## config.mk

```make
export PLATFORM = sky130hd
export DESIGN_NAME = sdr_capture_seq
export DESIGN_NICKNAME = d
export VERILOG_FILES = /design/src/rtl/sdr_capture_seq.sv
export SDC_FILE = /design/constraint.sdc
export NUM_CORES = 1
export LEC_CHECK = 0
export CAP_MARGIN = 0
export CORE_MARGIN = 4
export CORE_UTILIZATION = 53
export CTS_CLUSTER_DIAMETER = 60
export DETAILED_ROUTE_END_ITERATION = 8
export PLACE_DENSITY_LB_ADDON = 0.05
export SETUP_SLACK_MARGIN = 0.4
export SYNTH_ARGS = -nofsm -noshare
export SYNTH_HDL_FRONTEND = slang
export SYNTH_SLANG_ARGS = --single-unit
```

## constraint.sdc

```tcl
create_clock -name clk_i -period 3.2 [get_ports clk_i]
set_clock_uncertainty 0.15 [all_clocks]
set_input_delay 0.8 -clock clk_i [delete_from_list [all_inputs] [get_ports clk_i]]
set_output_delay 0.8 -clock clk_i [all_outputs]
set_load 0.01 [all_outputs]
```

## src/rtl/sdr_capture_seq.sv

```systemverilog
// Capture sequencer for the clk250 receive chain: gates FIFO writes, pre-fills, issues reads,
// releases the NCO on the first read and aligns an I/Q-valid strobe to the mixer pipeline.
module sdr_capture_seq #(
    parameter int unsigned FILL_LEVEL = 8,
    parameter int unsigned FIFO_DEPTH = 16,
    parameter int unsigned PIPE_LAT   = 18,
    parameter int unsigned LVL_W      = 5,
    parameter int unsigned CNT_W      = 16
) (
    input  logic             clk_i,
    input  logic             rst_i,
    input  logic             start_i,
    input  logic             stop_i,
    input  logic [CNT_W-1:0] burst_len_i,
    input  logic [LVL_W-1:0] fifo_level_i,
    output logic             wr_en_o,
    output logic             rd_en_o,
    output logic             osc_rst_o,
    output logic             iq_valid_o,
    output logic             busy_o,
    output logic             done_o,
    output logic [CNT_W-1:0] words_o,
    output logic             underflow_o,
    output logic             overflow_o
);

    localparam int unsigned DCW = $clog2(PIPE_LAT);

    typedef enum logic [2:0] {
        StIdle,
        StFill,
        StRun,
        StDrain,
        StDone
    } state_e;

    state_e              r_state;
    state_e              w_state_d;
    logic                r_wr_en;
    logic                r_rd_en;
    logic                r_osc_rst;
    logic                r_busy;
    logic                r_done;
    logic [CNT_W-1:0]    r_words;
    logic [CNT_W-1:0]    w_words_d;
    logic [CNT_W-1:0]    r_burst;
    logic [DCW-1:0]      r_drain_cnt;
    logic [PIPE_LAT-1:0] r_valid_sr;
    logic                r_uf;
    logic                r_of;
    logic                w_start_ok;
    logic                w_rd_d;

    always_comb begin
        w_state_d  = r_state;
        w_start_ok = 1'b0;
        unique case (r_state)
            StIdle: begin
                if (start_i) begin
                    w_state_d  = StFill;
                    w_start_ok = 1'b1;
                end
            end
            StFill: begin
                if (stop_i) begin
                    w_state_d = StDrain;
                end else if (fifo_level_i >= LVL_W'(FILL_LEVEL)) begin
                    w_state_d = StRun;
                end
            end
            StRun: begin
                // r_words already counts the read issued this cycle
                if (stop_i || ((r_burst != '0) && (r_words == r_burst))) begin
                    w_state_d = StDrain;
                end
            end
            StDrain: begin
                if (r_drain_cnt == DCW'(PIPE_LAT - 1)) begin
                    w_state_d = StDone;
                end
            end
            StDone:  w_state_d = StIdle;
            default: w_state_d = StIdle;
        endcase
    end

    always_comb begin
        w_rd_d    = (w_state_d == StRun);
        w_words_d = r_words;
        if (w_start_ok) begin
            w_words_d = '0;
        end else if (w_rd_d && (r_words != '1)) begin
            w_words_d = r_words + 1'b1;
        end
    end

    always_ff @(posedge clk_i or posedge rst_i) begin
        if (rst_i) begin
            r_state     <= StIdle;
            r_wr_en     <= 1'b0;
            r_rd_en     <= 1'b0;
            r_osc_rst   <= 1'b1;
            r_busy      <= 1'b0;
            r_done      <= 1'b0;
            r_words     <= '0;
            r_burst     <= '0;
            r_drain_cnt <= '0;
            r_valid_sr  <= '0;
            r_uf        <= 1'b0;
            r_of        <= 1'b0;
        end else begin
            r_state     <= w_state_d;
            r_wr_en     <= (w_state_d == StFill) || (w_state_d == StRun);
            r_rd_en     <= w_rd_d;
            r_osc_rst   <= (w_state_d == StIdle) || (w_state_d == StFill) ||
                           (w_state_d == StDone);
            r_busy      <= (w_state_d != StIdle);
            r_done      <= (w_state_d == StDone);
            r_words     <= w_words_d;
            r_drain_cnt <= (r_state == StDrain) ? r_drain_cnt + 1'b1 : '0;
            r_valid_sr  <= {r_valid_sr[PIPE_LAT-2:0], r_rd_en};
            if (w_start_ok) begin
                r_burst <= burst_len_i;
                r_uf    <= 1'b0;
                r_of    <= 1'b0;
            end else begin
                r_uf <= r_uf | (r_rd_en && (fifo_level_i == '0));
                r_of <= r_of | (r_wr_en && (fifo_level_i >= LVL_W'(FIFO_DEPTH - 1)));
            end
        end
    end

    assign wr_en_o     = r_wr_en;
    assign rd_en_o     = r_rd_en;
    assign osc_rst_o   = r_osc_rst;
    assign iq_valid_o  = r_valid_sr[PIPE_LAT-1];
    assign busy_o      = r_busy;
    assign done_o      = r_done;
    assign words_o     = r_words;
    assign underflow_o = r_uf;
    assign overflow_o  = r_of;

endmodule

```

## Word level (Yosys, flattened, before mapping)

Cells that the tools add are included.
W data, S select, Z words.

- Bits in read-only memories: 0
- Memories: 0
- Register bits after elaboration: 65
- Word-level logic and storage cells: 54
- RAM bits: 0
- Latch bits: 0
- Bits of input ports: 25

- Muxes and demuxes: 13
- Shift-type cells: 0
- Order comparisons: 2
- Bitwise gates (word level): 2
- Add/sub/neg operators: 2
- $mul: 0
- Equality and inequality tests: 9
- Divide/modulo/power cells: 0
- Reduce and logical (&&, ||, !) cells: 14

Operator list:

| kind | number |
|---|---|
| $mux W16 | 2 |
| $add A16 B1 Y16 const B | 1 |
| $eq A16 B16 Y1 | 1 |
| $ne A16 B16 Y1 const B | 1 |
| $reduce_bool A16 Y1 | 1 |
| $mux W3 | 5 |
| $pmux W3 S4 | 1 |
| $ge A5 B4 Y1 const B | 2 |
| $eq A3 B2 Y1 const B | 3 |
| $eq A3 B1 Y1 const B | 2 |
| $logic_not A3 Y1 | 2 |
| $add A5 B1 Y5 const B | 1 |
| $eq A5 B5 Y1 const B | 1 |
| $logic_not A5 Y1 | 1 |
| $mux W5 | 1 |
| $logic_and A1 B1 Y1 | 4 |
| $logic_or A1 B1 Y1 | 4 |
| $mux W1 | 4 |
| $eq A3 B3 Y1 const B | 1 |
| $reduce_bool A3 Y1 | 1 |
| $or A1 B1 Y1 | 2 |
| $reduce_bool A2 Y1 | 1 |

## Longest topological paths before layout

Gate-level depths: netlist (run 1).

- Word-level depth: 9
- Mapped depth: 10
- Gate-level depth less buffers: 8

## Least setup slack after synthesis (run 1)

Ideal clock, no wire load.

- Path type: input -> register
- Start: input fifo_level_i[3]
- End: register r_words[9], in the netlist words_o[9]
- Library setup time: 0.078 ns
- Slack: 0.941 ns
- Required time: 2.972 ns
- Path buffers: 1
- Stages: 7
- Arrival: 2.031 ns
- Path through: nor2_1 o21ba_4 nor4_4 nand2_2 buf_6 or4_1 a21oi_1

- Cells in the longest elaborated chain, start to end: 7

Ends and longest elaborated chain:

| element | RTL line | RTL |
|---|---|---|
| start, declared | 15 | `input logic [LVL_W-1:0] fifo_level_i,` |
| $ge A5 B4 Y1 | 67 | `end else if (fifo_level_i >= LVL_W'(FILL_LEVEL)) begin` |
| $mux W3 | 67 |  |
| $mux W3 | 65 | `if (stop_i) begin` |
| $pmux W3 S4 | 57 | `unique case (r_state)` |
| $eq A3 B2 Y1 | 88 | `w_rd_d = (w_state_d == StRun);` |
| $logic_and A1 B1 Y1 | 92 | `end else if (w_rd_d && (r_words != '1)) begin` |
| $reduce_bool A2 Y1 (no source line) | n/a |  |
| end signal, assigned | 119 | `r_words <= w_words_d;` |
| end, declared | 44 | `logic [CNT_W-1:0] r_words;` |

No other way between the ends.
A chain may end at the register's enable or synchronous reset.

## Final worst setup path (run 1)

- Start: input fifo_level_i[3]
- End: register r_words[8], in the netlist words_o[8]

The elaborated chain is that of the path after synthesis.

==> results.json, run 1 <==
{
  "grt_max_degree": 66,
  "finalWorstPathRequiredPeriod_ns": 2.59,
  "maxCapViolations": 0,
  "core_region_area_um2": 5200,
  "syn_inst": 281,
  "drt_wl_total_um": 6250,
  "drt_iter0_drc": 145,
  "crit_path_max_fanout": 8,
  "io_pins": 49,
  "worstPathArrival_ns": 2.72,
  "grt_pass1_vias": 2271,
  "synth_fp_nets": 309,
  "numPortBuffers": 48,
  "viasPerCell": 5.45,
  "rsz0062_at_grt": "no",
  "start_kind": "primary input",
  "tritoncts": "yes",
  "r2r_cells": 7,
  "async_flop_share_pct": 100,
  "setup_viol": 0,
  "overflow": 0,
  "slowest_stage": "clkdlybuf4s50_1",
  "synth_cell_types": 40,
  "die_w_um": 82.1,
  "reg2reg_from": "words_o[3]",
  "fp.dieArea_um2": 6740,
  "dieHeight_um": 82.1,
  "powerDensity_nw_per_um2": 690,
  "rrSetupSlack_ns": 0.78,
  "setup_tns_ns": 0,
  "clock_path_buffers": 2,
  "drive_gt1_share_pct": 10.3,
  "slew_headroom_pct": 60.4,
  "clkSinkCount": 65,
  "n_antenna_cell": 0,
  "ir_drop_uv": 416,
  "max_freq_mhz": 387,
  "timing.rr.end": "words_o[4]",
  "hpwlAfterDp_um": 4310,
  "cp_num_buf_inv": 1,
  "max_stage_delay_ns": 0.50,
  "synth_area_um2": 2910,
  "crit_cells": 7,
  "ant_nets": 0,
  "num_rows": 26,
  "hold_path_depth": 0,
  "drtPass1Iterations": 4,
  "synth_flop_cell": "dfrtp_1",
  "path_class": "primary input to flop",
  "yosys_warnings": 0,
  "crit_path_start": "fifo_level_i[3]",
  "fin_nets": 362,
  "endpoint_kind": "flop",
  "yosysSeqAreaShare_pct": 56.0,
  "worstHoldStart": "r_valid_sr[16]",
  "finalCritPeriodShare_pct": 80.8,
  "cts.repair.resized": 0,
  "synth_edf_count": 0,
  "required_ns": 3.33,
  "drc": 0,
  "p_leak_uw": 0.00160,
  "gr-usage-all-layers_pct": 21.7,
  "clock_latency_ns": 0.34,
  "cp_top_family": "simple AND/OR/NAND/NOR gates",
  "postCtsSetupRepairBufs": 0,
  "path_clk_slew_ns": 0.07,
  "cts_made_buffers": 9,
  "path_cells": "clkdlybuf4s50_1 -> nor2_1 -> o21ba_4 -> nor3_2 -> nand4_1 -> or4_1 -> nand2_1",
  "num_vias": 2228,
  "hold_path.class": "flop to flop",
  "place.gp.congestion": 0.865,
  "fin_cells": 409,
  "finalMaxSlewViolations": 0,
  "initial_core_util_pct": 55.9,
  "htreeDepth": 3,
  "hold_violations": 0,
  "antenna_found_initial": 0,
  "status": "complete, no violations",
  "wl_per_cell_um": 15.3,
  "grt_pass1_wl_um": 10800,
  "cts_hold_buf": 0,
  "avgSynthCellArea_um2": 10.3,
  "area_growth_pct": 25.2,
  "hold_path_end": "r_valid_sr[17]",
  "synth_seq_cells": 65,
  "dp.cells": 393,
  "cts_root_buf": "clkbuf_8",
  "worst_slew_pin_slew_ns": 0.593
}
==> cells in the final DEF (no fill, tap or decap), drive strengths merged, types with 2 or more instances in the layout <==
cell	synthesis	layout
clkbuf	6	10
dfrtp	64	64
nand3	9	9
or4	6	6
and4	3	3
xor2	5	5
o21ai	6	6
clkdlybuf4s50	0	48
xnor2	14	14
or3	4	4
or2	3	3
o31ai	6	6
buf	6	6
mux2i	5	5
nor3	4	4
ha	3	3
and3	2	2
nor4b	3	3
nand2b	2	2
inv	4	5
clkinv	0	3
nor2	17	17
o211ai	5	5
nand2	65	65
clkinvlp	0	2
a21oi	11	11
and2	5	5
nand4	10	10
nor4	7	7
==> worst max-delay path by stage <==
| stage | end | slack [ns] |
|---|---|---|
| 2_1_floorplan | busy_o | 0.63 |
| 6_report | words_o[8] | 0.61 |
| 3_5_place_dp | words_o[12] | 0.28 |
| 4_1_cts | words_o[8] | 0.64 |
| 5_1_grt | words_o[12] | 0.49 |
| 3_3_place_gp | words_o[12] | 0.37 |
==> kinds of logic (layout without fill, tap and decap cells) <==
kind of cell | Yosys count | in the layout | synth area share [%]
fa+ha+maj | 3 | 3 | 1.29
compound gates | 31 | 31 | 6.97
mux | 5 | 5 | 1.72
simple gates | 142 | 142 | 25.0
xor+xnor | 19 | 19 | 5.72
flops | 65 | 65 | 56.0
buf+inv | 16 | 74 | 3.27
==> Yosys cell counts, types with 3 or more instances <==
cell type,n,share of area (%)
clkbuf_1,6,0.77
buf_6,4,1.5
xor2_1,5,1.5
nor3_1,3,0.52
nor2_1,17,2.2
or3_1,4,0.86
dfrtp_1,64,55
inv_1,4,0.52
o31ai_1,6,1.5
and2_1,5,1.1
nand2_1,64,8.3
nor4_1,5,1.1
o21ai_1,4,0.69
xnor2_1,14,4.2
mux2i_1,5,1.7
nand4_1,10,2.2
ha_1,3,1.3
or4_1,6,1.5
a21oi_1,11,1.9
nand3_1,9,1.5
or2_2,3,0.65
o211ai_1,5,1.3
and4_1,3,0.90
==> area by class of cell <==
type                    count  area, µm²
well taps                  70       87.6
clock buffers              10        138
inverters                   4       15.0
repair buffers             54        538
flip-flops and latches     65       1630
multi-input cells         200       1190
clock inverters             6       42.5
fillers                   419       1570
==> power by group <==
part / switching, µW / total, µW / leakage, µW / internal [µW]
registers: 198 / 1250 / 0.000839 / 1060
clock network: 328 / 631 / 0.0000887 / 303
logic: 290 / 626 / 0.000672 / 335
==> through the flow <==
stage | total power, µW | area [µm²] | setup WS, ns | hold WS (ns) | utilization, %
final | 2510 | 3640 | 0.614 | 0.201 | 69.9
after global routing | 2700 | 3640 | 0.489 | 0.208 | 69.9
after CTS | 2540 | 3640 | 0.637 | 0.203 | 69.9
after floorplan | 1650 | 2910 | 0.625 | 0.181 | -
after detailed placement | 1900 | 3460 | 0.280 | 0.186 | 66.5
after global placement | 1880 | 3460 | 0.373 | 0.182 | 66.5
==> registers in the layout (all words and copies together) (netlist names) <==
name         flops
r_state          3
underflow_o      1
busy_o           1
overflow_o       1
osc_rst_o        1
rd_en_o          1
r_drain_cnt      5
wr_en_o          1
words_o         16
done_o           1
r_burst         16
r_valid_sr      18
==> per-layer routing <==
metal	track usage, %	share of wire (%)	vias to the layer above
met5	0	0	-
li1	-	-	1087
met4	6.64	1.2	0
met2	34.0	47	63
met3	7.79	6.8	7
met1	28.2	45	1071
==> worst register-to-register path, stage by stage (launching register included) <==
cell,delay (ns)
dfrtp_1,0.48
xnor2_1,0.20
nand4_1,0.15
nor4_2,0.30
and3_1,0.58
buf_4,0.26
o21ai_1,0.08
a21oi_1,0.15
(Power assumes the default switching activity.)
==> inputs of run 2 (changes only) <==
- clock period: 3.2 -> 2.4 ns (I/O delays scaled with it)
==> run 2 against run 1 <==
Effect of this change:
- final cell count rose by 12%
- sequential share of layout area is 7.0 points lower
- register-to-register slack worse by 0.75 ns
- critical path depth rose by 1
- hold slack got worse by 0.0053 ns
- clock power up 65%
- core utilization is 14 points higher
- largest power group unchanged
- non-clock buffer count grew 51
- sequential power up 37%
- count of clock-buffer cells in the layout rose by 1
- largest cell class unchanged
- total power is 58% higher
==> results.json, run 2 (synthesis gave the netlist of run 1 again) <==
{
  "drc": 0,
  "p_leak_uw": 0.00203,
  "finalCritPeriodShare_pct": 98.9,
  "io_pins": 49,
  "drive_gt1_share_pct": 32.6,
  "grt_max_degree": 25,
  "largest_reg_flops": 18,
  "status": "complete, no violations",
  "path_clk_slew_ns": 0.08,
  "timing.rr.end": "words_o[10]",
  "max_freq_mhz": 421,
  "hold_path.class": "flop to flop",
  "r2r_cells": 8,
  "core_region_area_um2": 5200,
  "endpoint_kind": "flop",
  "numPortBuffers": 48,
  "reg2reg_from": "words_o[0]",
  "worstHoldStart": "r_valid_sr[7]",
  "num_vias": 2712,
  "rrSetupSlack_ns": 0.03,
  "cts_hold_buf": 0,
  "cts_made_buffers": 9,
  "clock_path_buffers": 2,
  "layout.area.seq_um2": 1650,
  "ant_nets": 0,
  "initial_core_util_pct": 55.9,
  "grt_pass1_wl_um": 13200,
  "layout_common_cells": "nand2_1 (63), dfrtp_1 (48), buf_4 (45)",
  "slew_headroom_pct": 64.8,
  "num_rows": 26,
  "n_antenna_cell": 0,
  "clkSinkCount": 65,
  "overflow": 0,
  "antenna_found_initial": 0,
  "hold_path_depth": 0,
  "area_growth_pct": 50.0,
  "htreeDepth": 3,
  "required_ns": 2.48,
  "drtPass1Iterations": 5,
  "finalMaxSlewViolations": 0,
  "drt_wl_total_um": 8810,
  "powerDensity_nw_per_um2": 908,
  "fin_nets": 414,
  "ir_drop_uv": 666,
  "hpwlAfterDp_um": 4710,
  "die_w_um": 82.1,
  "place.gp.congestion": 0.878,
  "grt_pass1_vias": 2758,
  "multi_input_area_um2": 1370,
  "hold_violations": 0,
  "fillerInstances": 299,
  "fin_hold_ws_ns": 0.195,
  "finalWorstPathRequiredPeriod_ns": 2.37,
  "drt_iter0_drc": 275,
  "path_class": "flop to flop",
  "final_common_cell": "nand2_1",
  "worst_slew_pin_slew_ns": 0.523,
  "clock_latency_ns": 0.34,
  "wl_per_cell_um": 19.2,
  "finalPower_uw": 3960,
  "gr-usage-all-layers_pct": 26.9,
  "worstPathArrival_ns": 2.45,
  "cts_root_buf": "clkbuf_8",
  "dieHeight_um": 82.1,
  "max_flop_register": "r_valid_sr",
  "crit_path_max_fanout": 6,
  "start_kind": "flop",
  "setup_viol": 0,
  "fp.dieArea_um2": 6740,
  "hold_path_end": "r_valid_sr[8]",
  "tritoncts": "yes",
  "maxCapViolations": 0,
  "rsz0062_at_grt": "yes",
  "viasPerCell": 5.90
}
-- run 2: worst max path at each step --
stage                     from           to  slack [ns]  depth (start not counted)
2_1_floorplan       words_o[0]   words_o[9]        0.33                          9
3_3_place_gp   fifo_level_i[3]  words_o[11]       -0.16                          7
3_5_place_dp   fifo_level_i[3]  words_o[11]       -0.23                          7
4_1_cts            r_burst[12]  words_o[10]        0.27                          9
5_1_grt             words_o[0]   words_o[5]       -0.05                          7
6_report            words_o[0]  words_o[10]        0.03                          8
-- run 2: power by group --
part | total [µW] | internal, µW | leakage, µW | switching (µW)
Clock | 1040 | 612 | 0.000110 | 425
Combinational | 1210 | 633 | 0.00110 | 576
Sequential | 1710 | 1420 | 0.000817 | 297
-- run 2: what timing repair did --
item,CTS,global route
hold endpoints to repair,0,0
setup buffers,31,4
setup endpoints to repair,35,25
cloned,2,1
resized for setup,49,25
pin swaps,16,9
-- run 2: metal layers --
layer	part of all wire, %	wire length (µm)	vias to the layer above	global-route usage, %
li1	-	-	1183	-
met3	9.3	822	42	7.68
met2	51	4530	190	45.3
met5	0	0	-	0
met4	4.1	364	0	13.8
met1	35	3100	1297	31.0
-- run 2: layout make-up --
| type | count | area share [%] |
|---|---|---|
| tap | 70 | 2.01 |
| clock buffer | 11 | 3.24 |
| timing repair buffer | 105 | 23.3 |
| inverter | 4 | 0.430 |
| sequential | 65 | 37.8 |
| multi-input combinational | 201 | 31.5 |
| clock inverter | 4 | 1.78 |
-- run 2: through the flow --
stage	setup TNS, ns	std cells	instance area [µm²]	setup WS [ns]	utilization [%]
6_report	0	460	4360	0.0263	83.8
5_1_grt	-0.0931	460	4360	-0.0511	83.8
4_1_cts	0	455	4190	0.266	80.4
3_5_place_dp	-1.54	407	3630	-0.231	69.7
3_3_place_gp	-0.927	407	3630	-0.158	69.7
2_1_floorplan	0	281	2940	0.327	-
-- run 2: critical path: stages (launching register included) --
cell and delay, ns:
dfrtp_2 0.47, xnor2_1 0.32, nand4_1 0.21, nor4_2 0.33
and3_4 0.33, buf_12 0.15, nor4_4 0.04, buf_4 0.14
mux2i_1 0.11
==> inputs of run 3 (changes only) <==
- ABC_CLOCK_PERIOD_IN_PS: not set -> 2400
==> results of run 3 <==
The final DEF is identical to that of run 2; final timing and power are the same.
